==> src/rtl/obi_data_arbiter.sv <==
// N-master to 1-slave OBI data-bus arbiter.
// Features:
//  - round-robin or fixed-priority master selection;
//  - an address-phase lock that keeps the slave request stable until it is granted;
//  - a small response-routing FIFO that sends each response back to the master that issued it.
module obi_data_arbiter #(
    parameter int NUM_MASTERS     = 2,
    parameter int ADDR_WIDTH      = 32,
    parameter int DATA_WIDTH      = 32,
    parameter int MAX_OUTSTANDING = 2,
    parameter int ARB_MODE        = 0
) (
    input  logic                                clk_i,
    input  logic                                rst_i,
    input  logic [NUM_MASTERS-1:0]              m_req_i,
    output logic [NUM_MASTERS-1:0]              m_gnt_o,
    input  logic [NUM_MASTERS*ADDR_WIDTH-1:0]   m_addr_i,
    input  logic [NUM_MASTERS-1:0]              m_we_i,
    input  logic [NUM_MASTERS*DATA_WIDTH/8-1:0] m_be_i,
    input  logic [NUM_MASTERS*DATA_WIDTH-1:0]   m_wdata_i,
    output logic [NUM_MASTERS-1:0]              m_rvalid_o,
    output logic [NUM_MASTERS*DATA_WIDTH-1:0]   m_rdata_o,
    output logic                                s_req_o,
    input  logic                                s_gnt_i,
    output logic [ADDR_WIDTH-1:0]               s_addr_o,
    output logic                                s_we_o,
    output logic [DATA_WIDTH/8-1:0]             s_be_o,
    output logic [DATA_WIDTH-1:0]               s_wdata_o,
    input  logic                                s_rvalid_i,
    input  logic [DATA_WIDTH-1:0]               s_rdata_i,
    output logic [$clog2(MAX_OUTSTANDING+1)-1:0] outstanding_o,
    output logic                                err_o
);
    localparam int BE_WIDTH = DATA_WIDTH / 8;
    localparam int IDX_W    = (NUM_MASTERS > 1) ? $clog2(NUM_MASTERS) : 1;
    localparam int PTR_W    = (MAX_OUTSTANDING > 1) ? $clog2(MAX_OUTSTANDING) : 1;
    localparam int CNT_W    = $clog2(MAX_OUTSTANDING + 1);

    // Unpacked views of the packed master buses
    logic [ADDR_WIDTH-1:0] addr_arr  [NUM_MASTERS];
    logic [BE_WIDTH-1:0]   be_arr    [NUM_MASTERS];
    logic [DATA_WIDTH-1:0] wdata_arr [NUM_MASTERS];

    // Registered state
    logic             locked_q,   locked_d;
    logic [IDX_W-1:0] lock_idx_q, lock_idx_d;
    logic [IDX_W-1:0] rr_ptr_q,   rr_ptr_d;
    logic [PTR_W-1:0] wr_ptr_q,   wr_ptr_d;
    logic [PTR_W-1:0] rd_ptr_q,   rd_ptr_d;
    logic [CNT_W-1:0] count_q,    count_d;
    logic             err_q,      err_d;
    logic [IDX_W-1:0] fifo_q [MAX_OUTSTANDING];

    logic             any_req;
    logic             fifo_full;
    logic             fifo_empty;
    logic             handshake;
    logic             push;
    logic             pop;
    logic [IDX_W-1:0] sel_idx;
    logic [IDX_W-1:0] head_idx;
    logic             found;
    logic [IDX_W:0]   rr_sum;

    genvar gi;
    generate
        for (gi = 0; gi < NUM_MASTERS; gi++) begin : g_master
            assign addr_arr[gi]  = m_addr_i[gi*ADDR_WIDTH +: ADDR_WIDTH];
            assign be_arr[gi]    = m_be_i[gi*BE_WIDTH +: BE_WIDTH];
            assign wdata_arr[gi] = m_wdata_i[gi*DATA_WIDTH +: DATA_WIDTH];
            assign m_gnt_o[gi]    = handshake && (sel_idx == IDX_W'(gi));
            assign m_rvalid_o[gi] = pop && (head_idx == IDX_W'(gi));
            assign m_rdata_o[gi*DATA_WIDTH +: DATA_WIDTH] = s_rdata_i;
        end
    endgenerate

    assign any_req    = |m_req_i;
    assign fifo_full  = (count_q == CNT_W'(MAX_OUTSTANDING));
    assign fifo_empty = (count_q == '0);
    // A full FIFO blocks the request outright; a same-cycle pop does not bypass it
    assign s_req_o    = any_req && !fifo_full;
    assign handshake  = s_req_o && s_gnt_i;
    assign push       = handshake;
    assign pop        = s_rvalid_i && !fifo_empty;
    assign head_idx   = fifo_q[rd_ptr_q];

    assign s_addr_o      = s_req_o ? addr_arr[sel_idx]  : '0;
    assign s_we_o        = s_req_o ? m_we_i[sel_idx]    : 1'b0;
    assign s_be_o        = s_req_o ? be_arr[sel_idx]    : '0;
    assign s_wdata_o     = s_req_o ? wdata_arr[sel_idx] : '0;
    assign outstanding_o = count_q;
    assign err_o         = err_q;

    // Winner selection: the locked index wins; otherwise round-robin from rr_ptr or lowest index
    always_comb begin
        sel_idx = '0;
        found   = 1'b0;
        rr_sum  = '0;
        if (locked_q) begin
            sel_idx = lock_idx_q;
        end else if (ARB_MODE == 1) begin
            for (int i = NUM_MASTERS - 1; i >= 0; i--) begin
                if (m_req_i[i]) sel_idx = IDX_W'(i);
            end
        end else begin
            for (int i = 0; i < NUM_MASTERS; i++) begin
                rr_sum = {1'b0, rr_ptr_q} + (IDX_W+1)'(i);
                if (rr_sum >= (IDX_W+1)'(NUM_MASTERS)) rr_sum = rr_sum - (IDX_W+1)'(NUM_MASTERS);
                if (!found && m_req_i[rr_sum[IDX_W-1:0]]) begin
                    found   = 1'b1;
                    sel_idx = rr_sum[IDX_W-1:0];
                end
            end
        end
    end

    // Next-state for lock, rotation pointer, FIFO pointers/occupancy and the sticky error
    always_comb begin
        locked_d   = locked_q;
        lock_idx_d = lock_idx_q;
        rr_ptr_d   = rr_ptr_q;
        wr_ptr_d   = wr_ptr_q;
        rd_ptr_d   = rd_ptr_q;
        count_d    = count_q;
        err_d      = err_q | (s_rvalid_i & fifo_empty);

        if (handshake) begin
            locked_d = 1'b0;
        end else if (s_req_o) begin
            locked_d   = 1'b1;
            lock_idx_d = sel_idx;
        end

        if (handshake && (ARB_MODE == 0)) begin
            rr_ptr_d = (sel_idx == IDX_W'(NUM_MASTERS - 1)) ? '0 : sel_idx + 1'b1;
        end

        if (push) wr_ptr_d = (wr_ptr_q == PTR_W'(MAX_OUTSTANDING - 1)) ? '0 : wr_ptr_q + 1'b1;
        if (pop)  rd_ptr_d = (rd_ptr_q == PTR_W'(MAX_OUTSTANDING - 1)) ? '0 : rd_ptr_q + 1'b1;

        if (push && !pop)      count_d = count_q + 1'b1;
        else if (!push && pop) count_d = count_q - 1'b1;
    end

    // State registers; reset empties the FIFO, so stale responses later flag an error
    always_ff @(posedge clk_i or posedge rst_i) begin
        if (rst_i) begin
            locked_q   <= 1'b0;
            lock_idx_q <= '0;
            rr_ptr_q   <= '0;
            wr_ptr_q   <= '0;
            rd_ptr_q   <= '0;
            count_q    <= '0;
            err_q      <= 1'b0;
        end else begin
            locked_q   <= locked_d;
            lock_idx_q <= lock_idx_d;
            rr_ptr_q   <= rr_ptr_d;
            wr_ptr_q   <= wr_ptr_d;
            rd_ptr_q   <= rd_ptr_d;
            count_q    <= count_d;
            err_q      <= err_d;
        end
    end

    // FIFO storage holds the granted master index; validity is tracked by the pointers alone
    always_ff @(posedge clk_i) begin
        if (push) fifo_q[wr_ptr_q] <= sel_idx;
    end

endmodule

==> config.mk <==
export PLATFORM = sky130hd
export DESIGN_NAME = obi_data_arbiter
export DESIGN_NICKNAME = d
export VERILOG_FILES = /design/src/rtl/obi_data_arbiter.sv
export SDC_FILE = /design/constraint.sdc
export NUM_CORES = 1
export LEC_CHECK = 0
export ABC_AREA = 1
export CELL_PAD_IN_SITES_DETAIL_PLACEMENT = 1
export CELL_PAD_IN_SITES_GLOBAL_PLACEMENT = 1
export CORE_AREA = 3 3 123 125
export CTS_BUF_LIST = sky130_fd_sc_hd__clkbuf_2 sky130_fd_sc_hd__clkbuf_4 sky130_fd_sc_hd__clkbuf_8
export DETAILED_ROUTE_END_ITERATION = 10
export DIE_AREA = 0 0 126 128
export DONT_BUFFER_PORTS = 1
export GPL_ROUTABILITY_DRIVEN = 0
export GPL_TIMING_DRIVEN = 0
export PLACE_DENSITY = 0.57
export REMOVE_ABC_BUFFERS = 1
export SYNTH_ARGS = -nofsm -noshare
export SYNTH_HDL_FRONTEND = slang
export SYNTH_SLANG_ARGS = --single-unit
export TNS_END_PERCENT = 10
==> constraint.sdc <==
create_clock -name clk_i -period 1.8 [get_ports clk_i]
set_input_delay 0.09 -clock clk_i [delete_from_list [all_inputs] [get_ports clk_i]]
set_output_delay 0.09 -clock clk_i [all_outputs]
set_load 0.02 [all_outputs]
==> results of run 1 <==
-- Yosys cell counts, drive strengths merged --
library cell / n
inv: 79
o21ai: 3
clkinv: 1
dfrtp: 8
a21oi: 70
nor2: 76
nand3b: 1
nand3: 71
and3: 1
edfxtp: 2
clkbuf: 6
buf: 95
ha: 1
nand2: 83
xnor2: 2
xor2: 2
a31o: 1
-- power groups by stage --
stage	clock network (mW)	logic (mW)	registers, mW
floorplan	0	2.91	0.419
global placement	0	3.15	0.434
detailed placement	0	3.63	0.449
CTS	0.269	4.66	0.477
global route	0.282	5.19	0.492
finish	0.268	4.78	0.481
-- worst max-delay path, delay by kind of cell (launching register included) --
kind	cells	cell delay (ns)
and+or+nand+nor	2	0.28
AOI/OAI and AO/OA	1	0.44
DFF	1	0.43
buffers and inverters	2	0.27
-- registers in the layout, summed over array words and instances (netlist names) --
register and flops:
err_o 1, fifo_q 2, lock_idx_q 1, locked_q 1
outstanding_o 2, rd_ptr_q 1, rr_ptr_q 1, wr_ptr_q 1
-- worst paths after layout --
check | startpoint | end | cells after the start
worst max-delay path | locked_q | m_gnt_o[1] | 5
worst min register to register | rd_ptr_q | rd_ptr_q | 1
worst min-delay path | s_rvalid_i | err_o | 1
max in group asynchronous | rst_i | outstanding_o[0] | 2
worst max register to register | outstanding_o[0] | outstanding_o[1] | 7
min in group asynchronous | rst_i | err_o | 2
-- kinds of logic after synthesis --
kind of cell	after synthesis	synth area share [%]
AOI/OAI and AO/OA	74	14.2
xor gates and xnor gates	4	1.33
adders and majority gates	1	0.475
buffers and inverters	181	37.2
DFF	10	9.89
and+or+nand+nor	232	36.9
-- through the flow --
step | area, µm² | util, % | TNS (ns) | power [mW] | instances
3_3_place_gp | 2180 | 15.6 | -166.19 | 3.59 | 581
3_5_place_dp | 2250 | 16.1 | -29.08 | 4.08 | 583
6_report | 2900 | 20.7 | 0 | 5.53 | 601
4_1_cts | 2800 | 20.0 | 0 | 5.40 | 598
2_1_floorplan | 1950 | - | -109.01 | 3.33 | 401
5_1_grt | 2900 | 20.7 | -0.303 | 5.97 | 601
-- cells in the final DEF (no fill, tap or decap), types with 5 or more instances in the layout --
cell type / n
nand2_1: 78
a21oi_1: 69
inv_1: 75
nor2_1: 5
nor2_4: 31
nor2_2: 40
buf_4: 6
nand3_1: 70
dfrtp_1: 5
-- what timing repair did --
| item | in CTS | in global routing |
|---|---|---|
| cloned | 6 | 0 |
| hold buffers | 1 | 0 |
| pin swaps | 4 | 13 |
| setup endpoints to repair | 75 | 67 |
| buffers inserted | 4 | 3 |
| endpoints found under the hold margin | 8 | 0 |
| resized for setup | 109 | 12 |
-- routing by layer --
layer | GRT usage (%) | up-vias | share of wire, % | wire [µm]
met5 | 7.43 | - | 0.58 | 75
met2 | 22.7 | 228 | 45 | 5740
met1 | 15.8 | 1348 | 38 | 4910
met3 | 9.67 | 16 | 15 | 1910
met4 | 2.78 | 2 | 1.6 | 206
li1 | - | 1318 | - | -
-- area by class of cell --
| class | count | area (µm²) |
|---|---|---|
| clock buffers | 4 | 48.8 |
| inverters | 80 | 327 |
| multi-input cells | 314 | 1830 |
| repair buffers | 12 | 185 |
| flip-flops and latches | 10 | 264 |
| repair inverters | 1 | 16.3 |
| well taps | 180 | 225 |
| fillers | 1809 | 11100 |
==> metrics.cfg, run 1 <==
[detailed_routing]
ant_nets=0
drtIter0Drc=111
route.detailed.vias_per_inst=4.85
wl_per_cell_um=21.4
num_vias=2912
dr.pass1.iters=4
drt_wl_total_mm=12.8
drc=0

[timing]
slew_headroom_pct=68.0
clock_skew_ns=0.00362
tightest_slew_ns=0.482
hold_violations=0
min_period_over_period_pct=97.0
slew_viol_final=0
max_freq_mhz=573
timing.hold.ws_ns=0.00537
setup_viol_count_final=0
period_minus_slack_ns=1.75
grt_setup_unrepaired=yes
setup_slack_ns=0.0545

[synth]
mappedNetlistArea_um2=2630
synthTopCellsByArea=buf_4 19%, a21oi_1 13%, nand3_1 13%, nand2_1 12%, nor2_1 11%
synthCells=502
ys_seq_elements=10
synth_top_area_share_pct=19.1
synth.distinct_cells=22
synth_largest_area_cell=buf_4
synth-seq-area-share_pct=9.89
yosys_warnings=0
avgSynthCellArea_um2=5.24

[setup_path]
critPathMaxFanout=16
max_stage_delay_ns=0.44
start_kind=flop
critical_path_class=flop to primary output
slowest_stage=a21oi_1
regToRegSetupSlack_ns=0.14
cp_data_required_time_ns=1.71
setup.worst_path.end_class=primary output
path_cells=nor2_4 -> buf_4 -> buf_12 -> nand2_4 -> a21oi_1
cp.arrival_ns=1.66

[clocking]
ctsRootBufferMaster=clkbuf_8
clkSinkCount=10
htree_levels=1
clockBufferDepth=2
insertion_delay_ns=0.24
clk_pin_slew_ns=0.05
cts_buffers=3
cts_tree=yes

[power_and_ir_drop]
p_leak_nw=1.48
p_sw_share_pct=67.4
combinationalPowerShare_pct=86.4
power_density_nw_per_um2=1910
seqPwrFrac_pct=8.7
vdd_drop_max_mv=0.430
power.switching_mw=3.72
intPower_mw=1.80
power_frac_clock_pct=4.9

[floorplan]
initial_core_util_pct=18.8
ioPinCount=317
dieArea_um2=16100
rows=43
die-height_um=128
core_um2=14000
die_w_um=126

[min_path]
hp-class=primary input to flop

[finish]
layout-drive-gt1-share_pct=24.9
area_growth_pct=9.98
n_antenna_cell=0
nets=599

[placement]
port_buffers=0
dpl.hpwl_mm=8.56
dpl_worst_slack_ns=-0.456

[global_routing]
track_usage_pct=14.4
grt_max_degree=40
grt_remaining_overflow=0
grt_pass1_wl_mm=18.1
grt_pass1_vias=3088
antenna_found_initial=0

[status]
status=complete, no violations

[job]
max_cap_violations=0

No activity file was read; power rests on OpenSTA's default activity.
==> run 2, diff against run 1 <==
--- a/config.mk
+++ b/config.mk
@@ -8,10 +8,10 @@
 export ABC_AREA = 1
 export CELL_PAD_IN_SITES_DETAIL_PLACEMENT = 1
 export CELL_PAD_IN_SITES_GLOBAL_PLACEMENT = 1
-export CORE_AREA = 3 3 123 125
+export CORE_AREA = 3 3 122 124
 export CTS_BUF_LIST = sky130_fd_sc_hd__clkbuf_2 sky130_fd_sc_hd__clkbuf_4 sky130_fd_sc_hd__clkbuf_8
 export DETAILED_ROUTE_END_ITERATION = 10
-export DIE_AREA = 0 0 126 128
+export DIE_AREA = 0 0 125 127
 export DONT_BUFFER_PORTS = 1
 export GPL_ROUTABILITY_DRIVEN = 0
 export GPL_TIMING_DRIVEN = 0
==> constraint.sdc (replaced) <==
create_clock -name clk_i -period 2.2 [get_ports clk_i]
set_input_delay 0.11 -clock clk_i [delete_from_list [all_inputs] [get_ports clk_i]]
set_output_delay 0.11 -clock clk_i [all_outputs]
set_load 0.02 [all_outputs]
==> metrics.cfg, run 2 (synthesized netlist as in run 1, its figures left out) <==
[clocking]
htree_levels=1
cts_tree=yes
cts_buffers=3
ctsRootBufferMaster=clkbuf_8
clkSinkCount=10
clockBufferDepth=2
clk_pin_slew_ns=0.05
post_cts_buffers=0
insertion_delay_ns=0.23

[finish]
stdcell_count=589
filler_cell_count=1817
n_antenna_cell=0
layout_commonest_cell=nand2_1
final_cell_mix=81 x nand2_1, 75 x inv_1, 70 x a21oi_1, 70 x nand3_1, 41 x nor2_1
multi_input_area_um2=1530
nets=587
ff_latch_area_um2=260
layout-drive-gt1-share_pct=12.2
area_growth_pct=-7.03
utilization_pct=17.6
final_area_um2=2450

[setup_path]
r2r_cells=7
cp_data_required_time_ns=2.09
start_kind=flop
regToRegSetupSlack_ns=0.43
critical_path_class=flop to primary output
cp.arrival_ns=1.98
setup.worst_path.end_class=primary output
critPathMaxFanout=76
crit_path_start=locked_q
worstReg2RegStart=outstanding_o[0]

[global_routing]
track_usage_pct=11.4
grt_pass1_wl_mm=14.7
grt_remaining_overflow=0
grt_max_degree=77
grt_pass1_vias=2646
antenna_found_initial=0

[placement]
dpl_cell_area_um2=2250
dpl.hpwl_mm=8.21
port_buffers=0
dp.cells=583
dpl_worst_slack_ns=-0.0808

[power_and_ir_drop]
p_leak_nw=1.37
p_sw_share_pct=68.8
p_total_mw=3.72
vdd_drop_max_mv=0.540
power.switching_mw=2.56
power_density_nw_per_um2=1520
power_frac_clock_pct=6.2
combinationalPowerShare_pct=83.6
seqPwrFrac_pct=10.2
intPower_mw=1.16

[timing]
slew_headroom_pct=69.2
grt_setup_unrepaired=no
min_period_over_period_pct=94.8
slew_viol_final=0
tightest_slew_ns=0.464
setup_tns_ns=0
clock_skew_ns=0.00376
hold_violations=0
setup_slack_ns=0.114
setup_viol_count_final=0
period_minus_slack_ns=2.09
max_freq_mhz=479
timing.hold.ws_ns=0.0358

[floorplan]
ioPinCount=317
rows=43
initial_core_util_pct=19.0
die_w_um=125
die-height_um=127
core_um2=13900
dieArea_um2=15900

[detailed_routing]
route.detailed.vias_per_inst=4.68
ant_nets=0
dr.pass1.iters=4
wl_per_cell_um=18.0
drc=0
drt_wl_total_mm=10.6
num_vias=2756
drtIter0Drc=84

[job]
max_cap_violations=0

[min_path]
min_delay_path_depth=1
hp-class=primary input to flop
worstHoldStart=s_rvalid_i

[status]
status=complete, no violations

[run 2: cell types whose count changed in the layout (fill, tap and decap cells not counted), sizes merged]
cell,change
clkinv,-1
buf,-9
nand2,-2
[run 2: worst max-delay path, stage by stage (launching register included)]
cell and delay (ns):
dfrtp_1 0.47, nor2_4 0.27, nand2_8 0.20, buf_16 0.26, nand3_1 0.13, nand2_1 0.08, nor2_2 0.26
[run 2: power by group through the flow]
stage | registers, mW | clock network [mW] | logic, mW
finish | 0.381 | 0.229 | 3.11
global route | 0.396 | 0.248 | 3.43
CTS | 0.369 | 0.235 | 2.98
detailed placement | 0.370 | 0 | 2.96
global placement | 0.357 | 0 | 2.71
floorplan | 0.344 | 0 | 2.47
[run 2: routing by layer]
| layer | share of wire (%) | routed length [µm] | GRT usage, % | up-vias |
|---|---|---|---|---|
| li1 | - | - | - | 1296 |
| met1 | 41 | 4370 | 14.4 | 1252 |
| met2 | 43 | 4590 | 16.1 | 202 |
| met3 | 15 | 1580 | 7.94 | 4 |
| met4 | 0.26 | 28 | 1.34 | 2 |
| met5 | 0.51 | 54 | 3.41 | - |
[run 2: worst paths after layout]
path / to
setup / recovery: s_wdata_o[4]
hold reg to reg: rd_ptr_q
max in group asynchronous: wr_ptr_q
min in group asynchronous: rd_ptr_q
setup reg to reg: outstanding_o[1]
hold / removal: err_o
[run 2: layout make-up]
type	instances	area share [%]
flip-flops and latches	10	10.6
multi-input cells	312	62.5
inverters	80	12.8
well taps	180	9.20
clock buffers	4	2.25
repair buffers	3	2.66
[run 2: what timing repair did]
| action | in CTS | in global routing |
|---|---|---|
| endpoints found under the hold margin | 8 | 0 |
| gates resized for setup | 6 | 36 |
| pin swaps | 1 | 1 |
| hold buffers | 1 | 0 |
| cloned | 0 | 1 |
| setup endpoints to repair | 71 | 70 |
==> run 3, diff against run 2 <==
--- a/config.mk
+++ b/config.mk
@@ -8,15 +8,16 @@
 export ABC_AREA = 1
 export CELL_PAD_IN_SITES_DETAIL_PLACEMENT = 1
 export CELL_PAD_IN_SITES_GLOBAL_PLACEMENT = 1
-export CORE_AREA = 3 3 122 124
+export CORE_AREA = 3 3 123 125
 export CTS_BUF_LIST = sky130_fd_sc_hd__clkbuf_2 sky130_fd_sc_hd__clkbuf_4 sky130_fd_sc_hd__clkbuf_8
 export DETAILED_ROUTE_END_ITERATION = 10
-export DIE_AREA = 0 0 125 127
+export DIE_AREA = 0 0 126 128
 export DONT_BUFFER_PORTS = 1
 export GPL_ROUTABILITY_DRIVEN = 0
 export GPL_TIMING_DRIVEN = 0
-export PLACE_DENSITY = 0.57
+export PLACE_DENSITY = 0.58
 export REMOVE_ABC_BUFFERS = 1
+export SKIP_LAST_GASP = 1
 export SYNTH_ARGS = -nofsm -noshare
 export SYNTH_HDL_FRONTEND = slang
 export SYNTH_SLANG_ARGS = --single-unit
==> constraint.sdc (replaced) <==
create_clock -name clk_i -period 1.8 [get_ports clk_i]
set_input_delay 0.09 -clock clk_i [delete_from_list [all_inputs] [get_ports clk_i]]
set_output_delay 0.09 -clock clk_i [all_outputs]
set_load 0.02 [all_outputs]
==> metrics.cfg, run 3 (synthesized netlist as in run 1, its figures left out) <==
[status]
status=complete, no violations

[job]
max_cap_violations=0

[clocking]
cts_buffers=3
clockBufferDepth=2
ctsRootBufferMaster=clkbuf_8
insertion_delay_ns=0.23
clk_pin_slew_ns=0.05
cts_tree=yes
clkSinkCount=10
htree_levels=1

[finish]
n_antenna_cell=0
layout_commonest_cell=nand2_1
utilization_pct=20.4
nets=598
final_cell_mix=78 x nand2_1, 75 x inv_1, 70 x nand3_1
layout-drive-gt1-share_pct=25.0
area_growth_pct=8.32

[global_routing]
met3_usage_pct=10.3
grt_pass1_vias=2823
track_usage_pct=13.2
busiest_layer=met2
grtUsageMet1_pct=14.7
grtUsageMet2_pct=20.5
grt_max_degree=77
grt_remaining_overflow=0
grt_pass1_wl_mm=16.5
antenna_found_initial=0

[detailed_routing]
ant_nets=0
drc=0
route.detailed.vias_per_inst=4.82
num_vias=2893
drt_wl_total_mm=12.4
wl_per_cell_um=20.7
drtIter0Drc=69
dr.pass1.iters=4

[timing]
slew_viol_final=0
slew_headroom_pct=69.1
clock_skew_ns=0.00297
setup_viol_count_final=0
tightest_slew_ns=0.466
grt_setup_unrepaired=yes
hold_violations=0
max_freq_mhz=563
period_minus_slack_ns=1.78
min_period_over_period_pct=98.6

[setup_path]
max_stage_delay_ns=0.47
cp.arrival_ns=1.69
start_kind=flop
critPathMaxFanout=16
slowest_stage=dfrtp_2
crit_family=simple AND/OR/NAND/NOR gates
cp_data_required_time_ns=1.71
setup.worst_path.end_class=primary output
path_cells=nor2_4 -> nand2_8 -> buf_4 -> nand3_1 -> nand2_1 -> nor2_2
critical_path_class=flop to primary output
critPathBufInv=1

[min_path]
hp-class=primary input to flop

[floorplan]
rows=43
core_um2=14000
dieArea_um2=16100
initial_core_util_pct=18.8
die_w_um=126
ioPinCount=317
die-height_um=128

[power_and_ir_drop]
p_leak_nw=1.47
p_total_mw=5.42
vdd_drop_max_mv=0.478
power_density_nw_per_um2=1900

[placement]
port_buffers=0
dpl.hpwl_mm=8.24

[run 3: changes by cell type in the layout (fill, tap and decap cells not counted), sizes merged]
| cell | delta |
|---|---|
| buf | +6 |
| clkbuf | +1 |
| nand2 | +2 |
| clkinv | +1 |
| inv | +1 |
[run 3: layout make-up]
class | count | area, µm²
Timing Repair Buffer | 10 | 168
Timing Repair inverter | 2 | 27.5
Clock buffer | 4 | 48.8
Sequential cell | 10 | 264
Multi-Input combinational cell | 314 | 1790
Tap cell | 180 | 225
Fill cell | 1804 | 11100
Inverter | 80 | 327
[run 3: routing by layer]
layer / share of wire [%] / vias to the layer above
met1: 38 / 1327
li1: - / 1323
met5: 0.41 / -
met2: 45 / 231
met3: 16 / 10
met4: 0.46 / 2
[run 3: final timing paths]
check | startpoint | endpoint | slack [ns] | depth (start not counted)
hold / removal | s_rvalid_i | err_o | 0.01 | 1
hold reg to reg | rd_ptr_q | rd_ptr_q | 0.50 | 1
min in group asynchronous | rst_i | rr_ptr_q | 0.27 | 2
max in group asynchronous | rst_i | locked_q | 1.25 | 2
setup / recovery | locked_q | s_addr_o[22] | 0.02 | 6
setup reg to reg | outstanding_o[0] | outstanding_o[1] | 0.09 | 7
[run 3: per-stage QoR]
stage | setup TNS, ns | setup slack [ns] | cell area [µm²] | hold WS [ns] | instances
floorplan | -109.01 | -1.68 | 1950 | -0.0943 | 401
global placement | -168.95 | -2.64 | 2180 | -0.0518 | 581
detailed placement | -28.23 | -0.459 | 2250 | -0.0429 | 583
CTS | -0.0186 | -0.0109 | 2700 | 0.00700 | 596
global route | -1.08 | -0.0462 | 2850 | 0.000797 | 600
finish | 0 | 0.0244 | 2850 | 0.0114 | 600
[run 3: power breakdown]
| group | internal, mW | switching [mW] | total [mW] |
|---|---|---|---|
| clock network | 0.170 | 0.0899 | 0.260 |
| registers | 0.342 | 0.159 | 0.501 |
| logic | 1.24 | 3.42 | 4.66 |
| total | 1.76 | 3.67 | 5.42 |
[run 3: what timing repair did]
| action | in CTS | in global routing |
|---|---|---|
| endpoints found under the hold margin | 8 | 0 |
| pin swaps | 3 | 12 |
| setup endpoints to repair | 75 | 68 |
| gates cloned | 5 | 2 |
| gates resized for setup | 94 | 19 |
| buffers inserted | 3 | 2 |
| hold buffers | 1 | 0 |
